<file path="config.mk">
export PLATFORM = sky130hd
export DESIGN_NAME = ber_sync_meter_flat
export DESIGN_NICKNAME = d
export VERILOG_FILES = /design/src/rtl/ber_sync_meter_pkg.sv /design/src/rtl/ber_sync_meter_if.sv /design/src/rtl/ber_sync_meter_channel.sv /design/src/rtl/ber_sync_meter.sv /design/src/flat_wrapper.sv
export SDC_FILE = /design/constraint.sdc
export NUM_CORES = 2
export LEC_CHECK = 0
export ABC_CLOCK_PERIOD_IN_PS = 3770
export CORE_MARGIN = 3
export CORE_UTILIZATION = 63
export CTS_BUF_LIST = sky130_fd_sc_hd__clkbuf_8
export DETAILED_ROUTE_END_ITERATION = 8
export GPL_TIMING_DRIVEN = 0
export PLACE_DENSITY = 0.91
export SYNTH_ARGS = -nofsm -noshare
export SYNTH_HDL_FRONTEND = slang
export SYNTH_SLANG_ARGS = --single-unit
</file>
<file path="constraint.sdc">
create_clock -name clk -period 3.77 [get_ports clk]
set_input_delay 0.377 -clock clk [delete_from_list [all_inputs] [get_ports clk]]
set_output_delay 0.377 -clock clk [all_outputs]
set_load 0.05 [all_outputs]
</file>
<file path="src/rtl/ber_sync_meter_pkg.sv">
// Shared definitions for the multi-channel BER meter: default sizing,
// width helpers and the per-channel state encoding.
// No ports; imported by the interface, the channel and the top.
package ber_pkg;

  localparam int DEF_NUM_CH          = 2;
  localparam int DEF_PRBS_MAX_CYCLES = 511;
  localparam int DEF_SYNC_WINDOW     = 511;
  localparam int DEF_UNLOCK_THR      = 128;
  localparam int DEF_NB_CNT          = 64;

  // Width of a candidate latency (0..depth-1) and of a window counter (0..window).
  localparam int LAT_W = $clog2(DEF_PRBS_MAX_CYCLES);
  localparam int WIN_W = $clog2(DEF_SYNC_WINDOW + 1);

  function automatic int lat_w(input int depth);
    return $clog2(depth);
  endfunction

  function automatic int win_w(input int window);
    return $clog2(window + 1);
  endfunction

  typedef enum logic {
    ST_SEARCH = 1'b0,
    ST_COUNT  = 1'b1
  } ch_state_e;

endpackage

</file>
<file path="src/rtl/ber_sync_meter_if.sv">
// Bit-stream and status bundle of the BER meter.
// Inputs: i_valid strobe, per-channel rx/ref bits, i_enable level, i_clear pulse.
// Outputs: per-channel lock flag, chosen latency, error and total counters.
interface ber_sync_meter_if
  import ber_pkg::*;
#(
  parameter int NUM_CH          = DEF_NUM_CH,
  parameter int PRBS_MAX_CYCLES = DEF_PRBS_MAX_CYCLES,
  parameter int NB_CNT          = DEF_NB_CNT
);
  localparam int LW = lat_w(PRBS_MAX_CYCLES);

  logic                     i_valid;
  logic [NUM_CH-1:0]        i_rx_bits;
  logic [NUM_CH-1:0]        i_ref_bits;
  logic                     i_enable;
  logic                     i_clear;
  logic [NUM_CH-1:0]        o_locked;
  logic [NUM_CH*LW-1:0]     o_lat;
  logic [NUM_CH*NB_CNT-1:0] o_err_cnt;
  logic [NUM_CH*NB_CNT-1:0] o_tot_cnt;

  modport master (
    output i_valid, i_rx_bits, i_ref_bits, i_enable, i_clear,
    input  o_locked, o_lat, o_err_cnt, o_tot_cnt
  );

  modport slave (
    input  i_valid, i_rx_bits, i_ref_bits, i_enable, i_clear,
    output o_locked, o_lat, o_err_cnt, o_tot_cnt
  );
endinterface

</file>
<file path="src/rtl/ber_sync_meter_channel.sv">
// One BER channel: latency search over the reference delay line, lock, and
// saturating error/total counting with loss-of-lock re-sync.
// Latency: counters update one cycle after the strobe. No backpressure; i_enable=0 freezes all state.
// Ports: clk, i_reset (sync, active low), i_valid/i_enable/i_clear controls, i_rx/i_ref bits,
//        o_locked, o_lat, o_err_cnt, o_tot_cnt.
module ber_channel
  import ber_pkg::*;
#(
  parameter int PRBS_MAX_CYCLES = DEF_PRBS_MAX_CYCLES,
  parameter int SYNC_WINDOW     = DEF_SYNC_WINDOW,
  parameter int UNLOCK_THR      = DEF_UNLOCK_THR,
  parameter int NB_CNT          = DEF_NB_CNT,
  localparam int LW             = lat_w(PRBS_MAX_CYCLES)
) (
  input  logic              clk,
  input  logic              i_reset,
  input  logic              i_valid,
  input  logic              i_enable,
  input  logic              i_clear,
  input  logic              i_rx,
  input  logic              i_ref,
  output logic              o_locked,
  output logic [LW-1:0]     o_lat,
  output logic [NB_CNT-1:0] o_err_cnt,
  output logic [NB_CNT-1:0] o_tot_cnt
);
  localparam int WW = win_w(SYNC_WINDOW);
  localparam logic [LW-1:0] LAT_LAST = LW'(PRBS_MAX_CYCLES - 1);
  localparam logic [WW-1:0] WIN_LAST = WW'(SYNC_WINDOW - 1);

  // Tap 0 is the live reference bit, so the register holds depth-1 older bits.
  logic [PRBS_MAX_CYCLES-2:0] dl_q, dl_d;
  logic [PRBS_MAX_CYCLES-1:0] taps;
  logic [LW-1:0]              tap_sel;

  ch_state_e         state_q, state_d;
  logic              err_bit_q, err_bit_d;
  logic              err_vld_q, err_vld_d;
  logic [LW-1:0]     cand_q, cand_d;
  logic [LW-1:0]     best_lat_q, best_lat_d;
  logic [WW-1:0]     best_err_q, best_err_d;
  logic [LW-1:0]     lat_q, lat_d;
  logic [WW-1:0]     bit_cnt_q, bit_cnt_d;
  logic [WW-1:0]     win_err_q, win_err_d;
  logic [NB_CNT-1:0] err_cnt_q, err_cnt_d;
  logic [NB_CNT-1:0] tot_cnt_q, tot_cnt_d;

  logic [WW-1:0] win_err_nxt;
  logic          win_last;
  logic          better;

  assign taps        = {dl_q, i_ref};
  assign tap_sel     = (state_q == ST_COUNT) ? lat_q : cand_q;
  assign win_err_nxt = win_err_q + WW'(err_bit_q);
  assign win_last    = (bit_cnt_q == WIN_LAST);
  assign better      = (win_err_nxt < best_err_q);

  always_comb begin
    dl_d       = dl_q;
    state_d    = state_q;
    err_bit_d  = err_bit_q;
    err_vld_d  = err_vld_q;
    cand_d     = cand_q;
    best_lat_d = best_lat_q;
    best_err_d = best_err_q;
    lat_d      = lat_q;
    bit_cnt_d  = bit_cnt_q;
    win_err_d  = win_err_q;
    err_cnt_d  = err_cnt_q;
    tot_cnt_d  = tot_cnt_q;

    if (i_enable) begin
      // A strobe coinciding with a clear is dropped entirely.
      err_vld_d = i_valid & ~i_clear;
      err_bit_d = i_rx ^ taps[tap_sel];
      if (i_valid && !i_clear) begin
        dl_d = taps[PRBS_MAX_CYCLES-2:0];
      end

      if (i_clear) begin
        state_d    = ST_SEARCH;
        cand_d     = '0;
        best_lat_d = '0;
        best_err_d = '1;
        lat_d      = '0;
        bit_cnt_d  = '0;
        win_err_d  = '0;
        err_cnt_d  = '0;
        tot_cnt_d  = '0;
      end else if (err_vld_q) begin
        bit_cnt_d = win_last ? '0 : bit_cnt_q + 1'b1;
        win_err_d = win_last ? '0 : win_err_nxt;

        case (state_q)
          ST_SEARCH: begin
            if (win_last) begin
              // Strict compare: on a tie the lower latency already recorded wins.
              if (better) begin
                best_err_d = win_err_nxt;
                best_lat_d = cand_q;
              end
              if (cand_q == LAT_LAST) begin
                state_d    = ST_COUNT;
                lat_d      = better ? cand_q : best_lat_q;
                cand_d     = '0;
                best_lat_d = '0;
                best_err_d = '1;
              end else begin
                cand_d = cand_q + 1'b1;
              end
            end
          end
          ST_COUNT: begin
            if (err_bit_q && (err_cnt_q != '1)) err_cnt_d = err_cnt_q + 1'b1;
            if (tot_cnt_q != '1)                tot_cnt_d = tot_cnt_q + 1'b1;
            // Counters are held across loss of lock; only the search restarts.
            if (win_last && (32'(win_err_nxt) >= UNLOCK_THR)) begin
              state_d = ST_SEARCH;
              cand_d  = '0;
            end
          end
          default: state_d = ST_SEARCH;
        endcase
      end
    end
  end

  always_ff @(posedge clk) begin
    if (!i_reset) begin
      dl_q       <= '0;
      state_q    <= ST_SEARCH;
      err_bit_q  <= 1'b0;
      err_vld_q  <= 1'b0;
      cand_q     <= '0;
      best_lat_q <= '0;
      best_err_q <= '1;
      lat_q      <= '0;
      bit_cnt_q  <= '0;
      win_err_q  <= '0;
      err_cnt_q  <= '0;
      tot_cnt_q  <= '0;
    end else begin
      dl_q       <= dl_d;
      state_q    <= state_d;
      err_bit_q  <= err_bit_d;
      err_vld_q  <= err_vld_d;
      cand_q     <= cand_d;
      best_lat_q <= best_lat_d;
      best_err_q <= best_err_d;
      lat_q      <= lat_d;
      bit_cnt_q  <= bit_cnt_d;
      win_err_q  <= win_err_d;
      err_cnt_q  <= err_cnt_d;
      tot_cnt_q  <= tot_cnt_d;
    end
  end

  assign o_locked  = (state_q == ST_COUNT);
  assign o_lat     = lat_q;
  assign o_err_cnt = err_cnt_q;
  assign o_tot_cnt = tot_cnt_q;

endmodule

</file>
<file path="src/rtl/ber_sync_meter.sv">
// Multi-channel BER meter: NUM_CH independent ber_channel instances on a shared strobe.
// Latency: counters update one cycle after the strobe. No backpressure; i_enable=0 freezes all state.
// Ports: clk, i_reset (sync, active low), bus (slave modport carrying bits, controls and status).
module ber_sync_meter
  import ber_pkg::*;
#(
  parameter int NUM_CH          = DEF_NUM_CH,
  parameter int PRBS_MAX_CYCLES = DEF_PRBS_MAX_CYCLES,
  parameter int SYNC_WINDOW     = DEF_SYNC_WINDOW,
  parameter int UNLOCK_THR      = DEF_UNLOCK_THR,
  parameter int NB_CNT          = DEF_NB_CNT
) (
  input  logic             clk,
  input  logic             i_reset,
  ber_sync_meter_if.slave  bus
);
  localparam int LW = lat_w(PRBS_MAX_CYCLES);

  logic [NUM_CH-1:0]        locked;
  logic [NUM_CH*LW-1:0]     lat;
  logic [NUM_CH*NB_CNT-1:0] err_cnt;
  logic [NUM_CH*NB_CNT-1:0] tot_cnt;

  for (genvar c = 0; c < NUM_CH; c++) begin : g_ch
    ber_channel #(
      .PRBS_MAX_CYCLES (PRBS_MAX_CYCLES),
      .SYNC_WINDOW     (SYNC_WINDOW),
      .UNLOCK_THR      (UNLOCK_THR),
      .NB_CNT          (NB_CNT)
    ) u_ch (
      .clk       (clk),
      .i_reset   (i_reset),
      .i_valid   (bus.i_valid),
      .i_enable  (bus.i_enable),
      .i_clear   (bus.i_clear),
      .i_rx      (bus.i_rx_bits[c]),
      .i_ref     (bus.i_ref_bits[c]),
      .o_locked  (locked[c]),
      .o_lat     (lat[c*LW +: LW]),
      .o_err_cnt (err_cnt[c*NB_CNT +: NB_CNT]),
      .o_tot_cnt (tot_cnt[c*NB_CNT +: NB_CNT])
    );
  end

  assign bus.o_locked  = locked;
  assign bus.o_lat     = lat;
  assign bus.o_err_cnt = err_cnt;
  assign bus.o_tot_cnt = tot_cnt;

endmodule

</file>
<file path="src/flat_wrapper.sv">
// flat-port wrapper written by rule: the top's interface ports become plain ports
module ber_sync_meter_flat import ber_pkg::*;
#(
  parameter int NUM_CH          = DEF_NUM_CH,
  parameter int PRBS_MAX_CYCLES = DEF_PRBS_MAX_CYCLES,
  parameter int SYNC_WINDOW     = DEF_SYNC_WINDOW,
  parameter int UNLOCK_THR      = DEF_UNLOCK_THR,
  parameter int NB_CNT          = DEF_NB_CNT
)
  (clk, i_reset, bus_i_valid, bus_i_rx_bits, bus_i_ref_bits, bus_i_enable, bus_i_clear, bus_o_locked, bus_o_lat, bus_o_err_cnt, bus_o_tot_cnt);
  ber_sync_meter_if #(.NUM_CH(NUM_CH), .PRBS_MAX_CYCLES(PRBS_MAX_CYCLES), .NB_CNT(NB_CNT)) bus_i ();
  input  logic clk;
  input  logic i_reset;
  input wire logic [$bits(bus_i.i_valid)-1:0] bus_i_valid;
  input wire logic [$bits(bus_i.i_rx_bits)-1:0] bus_i_rx_bits;
  input wire logic [$bits(bus_i.i_ref_bits)-1:0] bus_i_ref_bits;
  input wire logic [$bits(bus_i.i_enable)-1:0] bus_i_enable;
  input wire logic [$bits(bus_i.i_clear)-1:0] bus_i_clear;
  output wire logic [$bits(bus_i.o_locked)-1:0] bus_o_locked;
  output wire logic [$bits(bus_i.o_lat)-1:0] bus_o_lat;
  output wire logic [$bits(bus_i.o_err_cnt)-1:0] bus_o_err_cnt;
  output wire logic [$bits(bus_i.o_tot_cnt)-1:0] bus_o_tot_cnt;
  assign bus_i.i_valid = bus_i_valid;
  assign bus_i.i_rx_bits = bus_i_rx_bits;
  assign bus_i.i_ref_bits = bus_i_ref_bits;
  assign bus_i.i_enable = bus_i_enable;
  assign bus_i.i_clear = bus_i_clear;
  assign bus_o_locked = bus_i.o_locked;
  assign bus_o_lat = bus_i.o_lat;
  assign bus_o_err_cnt = bus_i.o_err_cnt;
  assign bus_o_tot_cnt = bus_i.o_tot_cnt;
  ber_sync_meter #(.NUM_CH(NUM_CH), .PRBS_MAX_CYCLES(PRBS_MAX_CYCLES), .SYNC_WINDOW(SYNC_WINDOW), .UNLOCK_THR(UNLOCK_THR), .NB_CNT(NB_CNT)) u_core (.clk(clk), .i_reset(i_reset), .bus(bus_i));
endmodule
</file>
# After elaboration in Yosys (flattened, before gate mapping)
# Cells that the tools add are included.
# Widths: inputs -> output; s select.
[totals]
reg_bits = 1389
input_bits = 9
word_cells = 184
[op_classes]
addsub = 10
eq_ne = 14
n_mux = 92
order_cmp = 6
bitwise_logic = 6
reduce_logical = 33
[ops]
columns = ["cell", "count"]
rows = [
  ["$mux 64", 16],
  ["$mux 9", 58],
  ["$add 64x1->64 const B", 4],
  ["$ne 64x64->1 const B", 4],
  ["$add 9x1->9 const B", 4],
  ["$eq 9x9->1 const B", 4],
  ["$pmux 9 s2", 2],
  ["$reduce_and 4->1", 8],
  ["$reduce_bool 2->1", 11],
  ["$lt 9x10->1 const B", 2],
  ["$reduce_and 5->1", 4],
  ["$add 9x1->9", 2],
  ["$bmux 1 s9", 2],
  ["$ge 9x8->1 const B", 2],
  ["$lt 9x9->1", 2],
  ["$mux 1", 12],
  ["$ne 3x2->1 const B", 2],
  ["$ne 3x3->1 const B", 2],
  ["$reduce_bool 3->1", 2],
  ["$logic_and 1x1->1", 5],
  ["$ne 2x2->1 const B", 2],
  ["$pmux 1 s2", 2],
  ["$reduce_and 2->1", 2],
  ["$not 1->1", 3],
  ["3 further kinds", 4],
]

# Logic depth before layout (Yosys ltp)
[logic_depth]
word_depth = 8
depth_mapped = 16

# Modules after synthesis
# A second synthesis with hierarchy kept.
[hier_totals]
cells_unflattened = 8064
hier_area_um2 = 61475.2
[modules_own_cells]
columns = ["mod", "n_inst", "area_each_um2", "seq_area_each_um2", "cells_per_inst"]
rows = [
  ["ber_channel (u_core.g_ch[1].u_ch)", 1, 30869.6, 13913.3, 4026],
  ["ber_channel (u_core.g_ch[0].u_ch)", 1, 30605.6, 13913.3, 4038],
]

# Worst setup path before layout
# Ideal clock, no wire load.
[synth_path]
path_kind = "reg2reg"
startpoint = "reg u_core.g_ch[1].u_ch.tot_cnt_q[54]"
endpoint = "reg u_core.g_ch[1].u_ch.tot_cnt_q[57]"
setup_slack_ps = 579
setup_ps = 128
path_stages_with_launch = 12
arrival_time_ps = 3063
required_time_ps = 3642
n_path_buf = 1
synth_period_minus_slack_ps = 3191
path_cell_list = "dfxtp_1 and4_1 nand4_1 or3_1 or4_1 buf_2 o211a_4 and3b_4 and2_4 nand4_1 xor2_1 nor2_1"
[synth_via]
elab_chain_len = 5
elab_cells_between_ends = 8
cone_classes = "add/sub (1); eq/ne (1); mux (4); reduce/logical (2)"
[synth_rtl]
columns = ["element", "line", "source"]
rows = [
  ["from (decl)", "ber_sync_meter_channel.sv:46", "logic [NB_CNT-1:0] tot_cnt_q, tot_cnt_d;"],
  ["from (signal assigned)", "ber_sync_meter_channel.sv:154", "tot_cnt_q <= tot_cnt_d;"],
  ["$add 64x1->64", "ber_sync_meter_channel.sv:115", "if (tot_cnt_q != '1) tot_cnt_d = tot_cnt_q + 1'b1;"],
  ["$mux 64", "ber_sync_meter_channel.sv:115", ""],
  ["$mux 64", "ber_sync_meter_channel.sv:94", "case (state_q)"],
  ["$mux 64", "ber_sync_meter_channel.sv:90", "end else if (err_vld_q) begin"],
  ["$mux 64", "ber_sync_meter_channel.sv:80", "if (i_clear) begin"],
]
# Parallel ways exist; a longest one is shown, timed or not. The select of a mux whose other input is x is not followed.
# A chain may end at the register's enable or synchronous reset.

# Final worst setup path
[layout_path]
startpoint = "reg u_core.g_ch[0].u_ch.state_q"
endpoint = "reg u_core.g_ch[0].u_ch.err_bit_q"
[layout_via]
elab_chain_len = 4
[layout_rtl]
columns = ["element", "line", "source"]
rows = [
  ["from (decl)", "ber_sync_meter_channel.sv:36", "ch_state_e state_q, state_d;"],
  ["from (signal assigned)", "ber_sync_meter_channel.sv:144", "state_q <= state_d;"],
  ["$mux 9", "ber_sync_meter_channel.sv:53", "assign tap_sel = (state_q == ST_COUNT) ? lat_q : cand_q;"],
  ["$bmux 1 s9", "ber_sync_meter_channel.sv:75", "err_bit_d = i_rx ^ taps[tap_sel];"],
  ["$mux 1 (not written as such)", "ber_sync_meter_channel.sv:75", ""],
  ["$xor 1x1->1", "ber_sync_meter_channel.sv:75", ""],
  ["to (signal assigned)", "ber_sync_meter_channel.sv:145", "err_bit_q <= err_bit_d;"],
  ["to (decl)", "ber_sync_meter_channel.sv:37", "logic err_bit_q, err_bit_d;"],
]
# Every way passes these cells. The select of a mux whose other input is x is not followed.

==> qor.yml <==
synth:
  yosys.cell_types.count: 82
  syn_area_per_cell_um2: 7.48
  yosys_warnings: 0
  synth-edff-count: 0
  synth-main-ff-cell: "dfxtp_1"
  synth-seq-cells: 1389
  ys_async_sr_fraction: 0
  ys_seq_area_frac: 0.456
  syn_area_um2: 61000
  synthesis.nets: 8198
  syn_inst: 8155
drt:
  drt-initial-drc-count: 8996
  routed_wl_mm: 203
  ant_nets: 0
  wl_per_cell_um: 20.1
  dr.pass1.iters: 9
  viasPerCell: 6.24
  vias: 62900
  drc: 48
grt:
  antenna_found_initial: 7
  grt_max_degree: 20
  grt_usage: 0.385
  overflow: 0
  grt_pass1_vias: 58000
  grt_pass1_wl_mm: 309
pwr:
  p_clk_frac: 0.443
  pwr-share-seq: 0.501
  power_density_nw_per_um2: 418
  swShare: 0.254
  internal-power_mw: 21.9
  p_leak_nw: 23.1
  vdd_drop_max_mv: 0.370
  power_switching_mw: 7.47
  power_mw: 29.4
  p_comb_frac: 0.056
critical_path:
  crit_path_frequent_cell: "buf_2"
  end_kind: "flop"
  cp.buffers_inverters: 4
  path_max_fanout: 10
  cpLargestDelayFamily: "compound AO/OA/AOI/OAI gates"
  cp.required_ps: 4570
  crit_chain: "buf_4, clkbuf_4, o32ai_4, buf_2, buf_2, nand3_1, o2111ai_1, o221ai_1, nand4_1, and3_1, a311oi_2, a211oi_1"
  crit_type: "flop to flop"
  worst_path_max_delay_cell: "o32ai_4"
  critPathLaunchType: "flop"
  cp_data_arrival_time_ps: 4620
  critical-path-max-stage-delay_ps: 700
floorplanning:
  placementRows: 113
  dieArea_um2: 101000
  io_pins: 285
  core_area_um2: 95400
  die_h_um: 317
  dieWidth_um: 317
  start_util: 0.639
finish:
  fin_nets: 8697
  layout-drive-gt1-share: 0.0667
  design_area_um2: 70300
  n_fill_cell: 6673
  syn_to_final_growth_pct: 15.3
sta:
  fin_ws_ps: -46.4
  clock_skew_ps: 53.6
  hold_viol_final: 0
  timing.hold.ws_ps: 62.8
  maxSlewViolCount: 0
  fmax_ghz: 0.262
  worst_pin_slew_ps: 1450
  min_period_ps: 3820
  setup_viol_count_final: 2
  slew-limit-headroom: 0.0356
  tns_ps: -55.3
  fin_crit_sh: 1.01
  rsz0062_at_grt: "yes"
clock_tree:
  clkSinkCount: 1389
  clockBufferDepth: 3
  h-tree-depth: 4
  clk_pin_slew_ps: 60
  ctsHoldBuffers: 0
  cts_buffers: 213
  cts_tree: "built"
  insertion_delay_ps: 920
  clock-root-buffer: "clkbuf_8"
placed_design:
  dp_hpwl_mm: 135
  port_buffers: 283
  placed_area_um2: 65400
  place_congestion: 0.987
status:
  violations: "design-rule violations, negative setup slack"
  outcome: "complete, but fails checks"
run:
  max_cap_viol_count: 0
min_path:
  hold_path_class: "input pin to flop"
## cell usage after synthesis (18+ instances only)
master	instances	share of area
a21oi_1	1106	0.091
a22o_1	19	0.0027
a22oi_1	20	0.0025
a311oi_1	18	0.0026
a31oi_1	54	0.0055
and2_1	19	0.0019
and3_1	71	0.0073
and4_1	37	0.0053
buf_1	22	0.0014
buf_2	75	0.0062
clkbuf_1	470	0.029
dfxtp_1	1389	0.46
ha_1	34	0.0070
inv_1	60	0.0037
mux2i_1	127	0.021
mux4_2	40	0.015
nand2_1	2943	0.18
nand3_1	471	0.039
nand4_1	94	0.0096
nor2_1	380	0.023
nor3_1	37	0.0030
o2111ai_1	70	0.010
o21ai_0	101	0.0083
or3_1	45	0.0046
xnor2_1	91	0.013
xor2_1	160	0.023
## power groups by stage
stage	clock (mW)	combinational, mW	sequential [mW]
after floorplan	0	0.904	15.0
after global placement	0	1.48	15.0
after detailed placement	0	1.50	15.0
after CTS	12.9	1.52	14.7
after global routing	13.6	1.69	14.7
final	13.0	1.65	14.7
## cell type report
type	instances	area, um2	share of cell area
Timing Repair Buffer	287	2860	0.0407
Buffer	579	2580	0.0366
Multi-Input combinational cell	6123	30800	0.438
Tap cell	1265	1580	0.0225
Antenna cell	4	10.0	0.000142
Clock inverter	95	518	0.00737
Sequential cell	1389	27800	0.395
Inverter	61	229	0.00326
Clock buffer	286	3940	0.0560
## logic make-up after synthesis
logic type      share of synthesized area
fa+ha+maj                         0.00698
simple gates                        0.283
flops                               0.456
buf+inv                            0.0421
compound gates                      0.138
xor+xnor                           0.0361
mux                                0.0379
## worst paths after layout
| kind | start | to | slack, ps | cells past startpoint |
|---|---|---|---|---|
| hold reg to reg | u_core.g_ch[0].u_ch.dl_q[147] | u_core.g_ch[0].u_ch.dl_q[148] | 420 | 2 |
| hold / removal | i_reset | u_core.g_ch[1].u_ch.err_bit_q | 60 | 3 |
| setup / recovery | u_core.g_ch[0].u_ch.o_locked | u_core.g_ch[0].u_ch.err_bit_q | -50 | 12 |
| setup reg to reg | u_core.g_ch[0].u_ch.o_locked | u_core.g_ch[0].u_ch.err_bit_q | -50 | 12 |
## state kept, by name, indices dropped and copies added, names as in the netlist
name / flops
u_core.g_ch.u_ch.o_lat: 18
u_core.g_ch.u_ch.best_err_q: 18
u_core.g_ch.u_ch.o_tot_cnt: 128
u_core.g_ch.u_ch.err_vld_q: 1
u_core.g_ch.u_ch.o_err_cnt: 128
u_core.g_ch.u_ch.cand_q: 18
u_core.g_ch.u_ch.dl_q: 1020
u_core.g_ch.u_ch.bit_cnt_q: 18
u_core.g_ch.u_ch.err_bit_q: 2
u_core.g_ch.u_ch.best_lat_q: 18
u_core.g_ch.u_ch.win_err_q: 18
u_core.g_ch.u_ch.o_locked: 2
## placed cells by master (no fill, tap or decap), drive strengths merged, types with 95 or more instances in the layout
master,count
clkbuf,781
mux2i,128
inv,130
xor2,160
nand3,471
dfxtp,1389
a21oi,1107
o21ai,106
nand2,2944
nor2,380
clkdlybuf4s50,283
nand4,95
## per-layer routing
layer	routed length (um)	vias up	part of all wire	global-route usage
met5	51	-	0.00025	0
met3	26900	1211	0.13	0.115
met4	17400	8	0.086	0.279
met2	86800	4284	0.43	0.582
met1	71900	29100	0.35	0.466
li1	-	28400	-	-
## through the flow
step	setup slack [ps]	cells	utilization
after floorplan	579	8155	-
after global placement	-1140	9703	0.685
after detailed placement	-1210	9703	0.685
after CTS	-137	10100	0.734
after global routing	-61.2	10100	0.737
final	-46.4	10100	0.737
## timing repair
action,in CTS,in global routing
endpoints found under the setup margin,13,41
pin swaps,0,6
endpoints found under the hold margin,0,0
setup buffers,0,4
resized for setup,81,139
## worst reg2reg max path, cell delays in order, from the launching register on
cell	delay, ps
dfxtp_1	310
buf_4	170
clkbuf_4	250
o32ai_4	700
buf_2	460
buf_2	430
nand3_1	160
o2111ai_1	130
o221ai_1	170
nand4_1	330
and3_1	250
a311oi_2	160
a211oi_1	230
No activity file was read; power rests on OpenSTA's default activity.
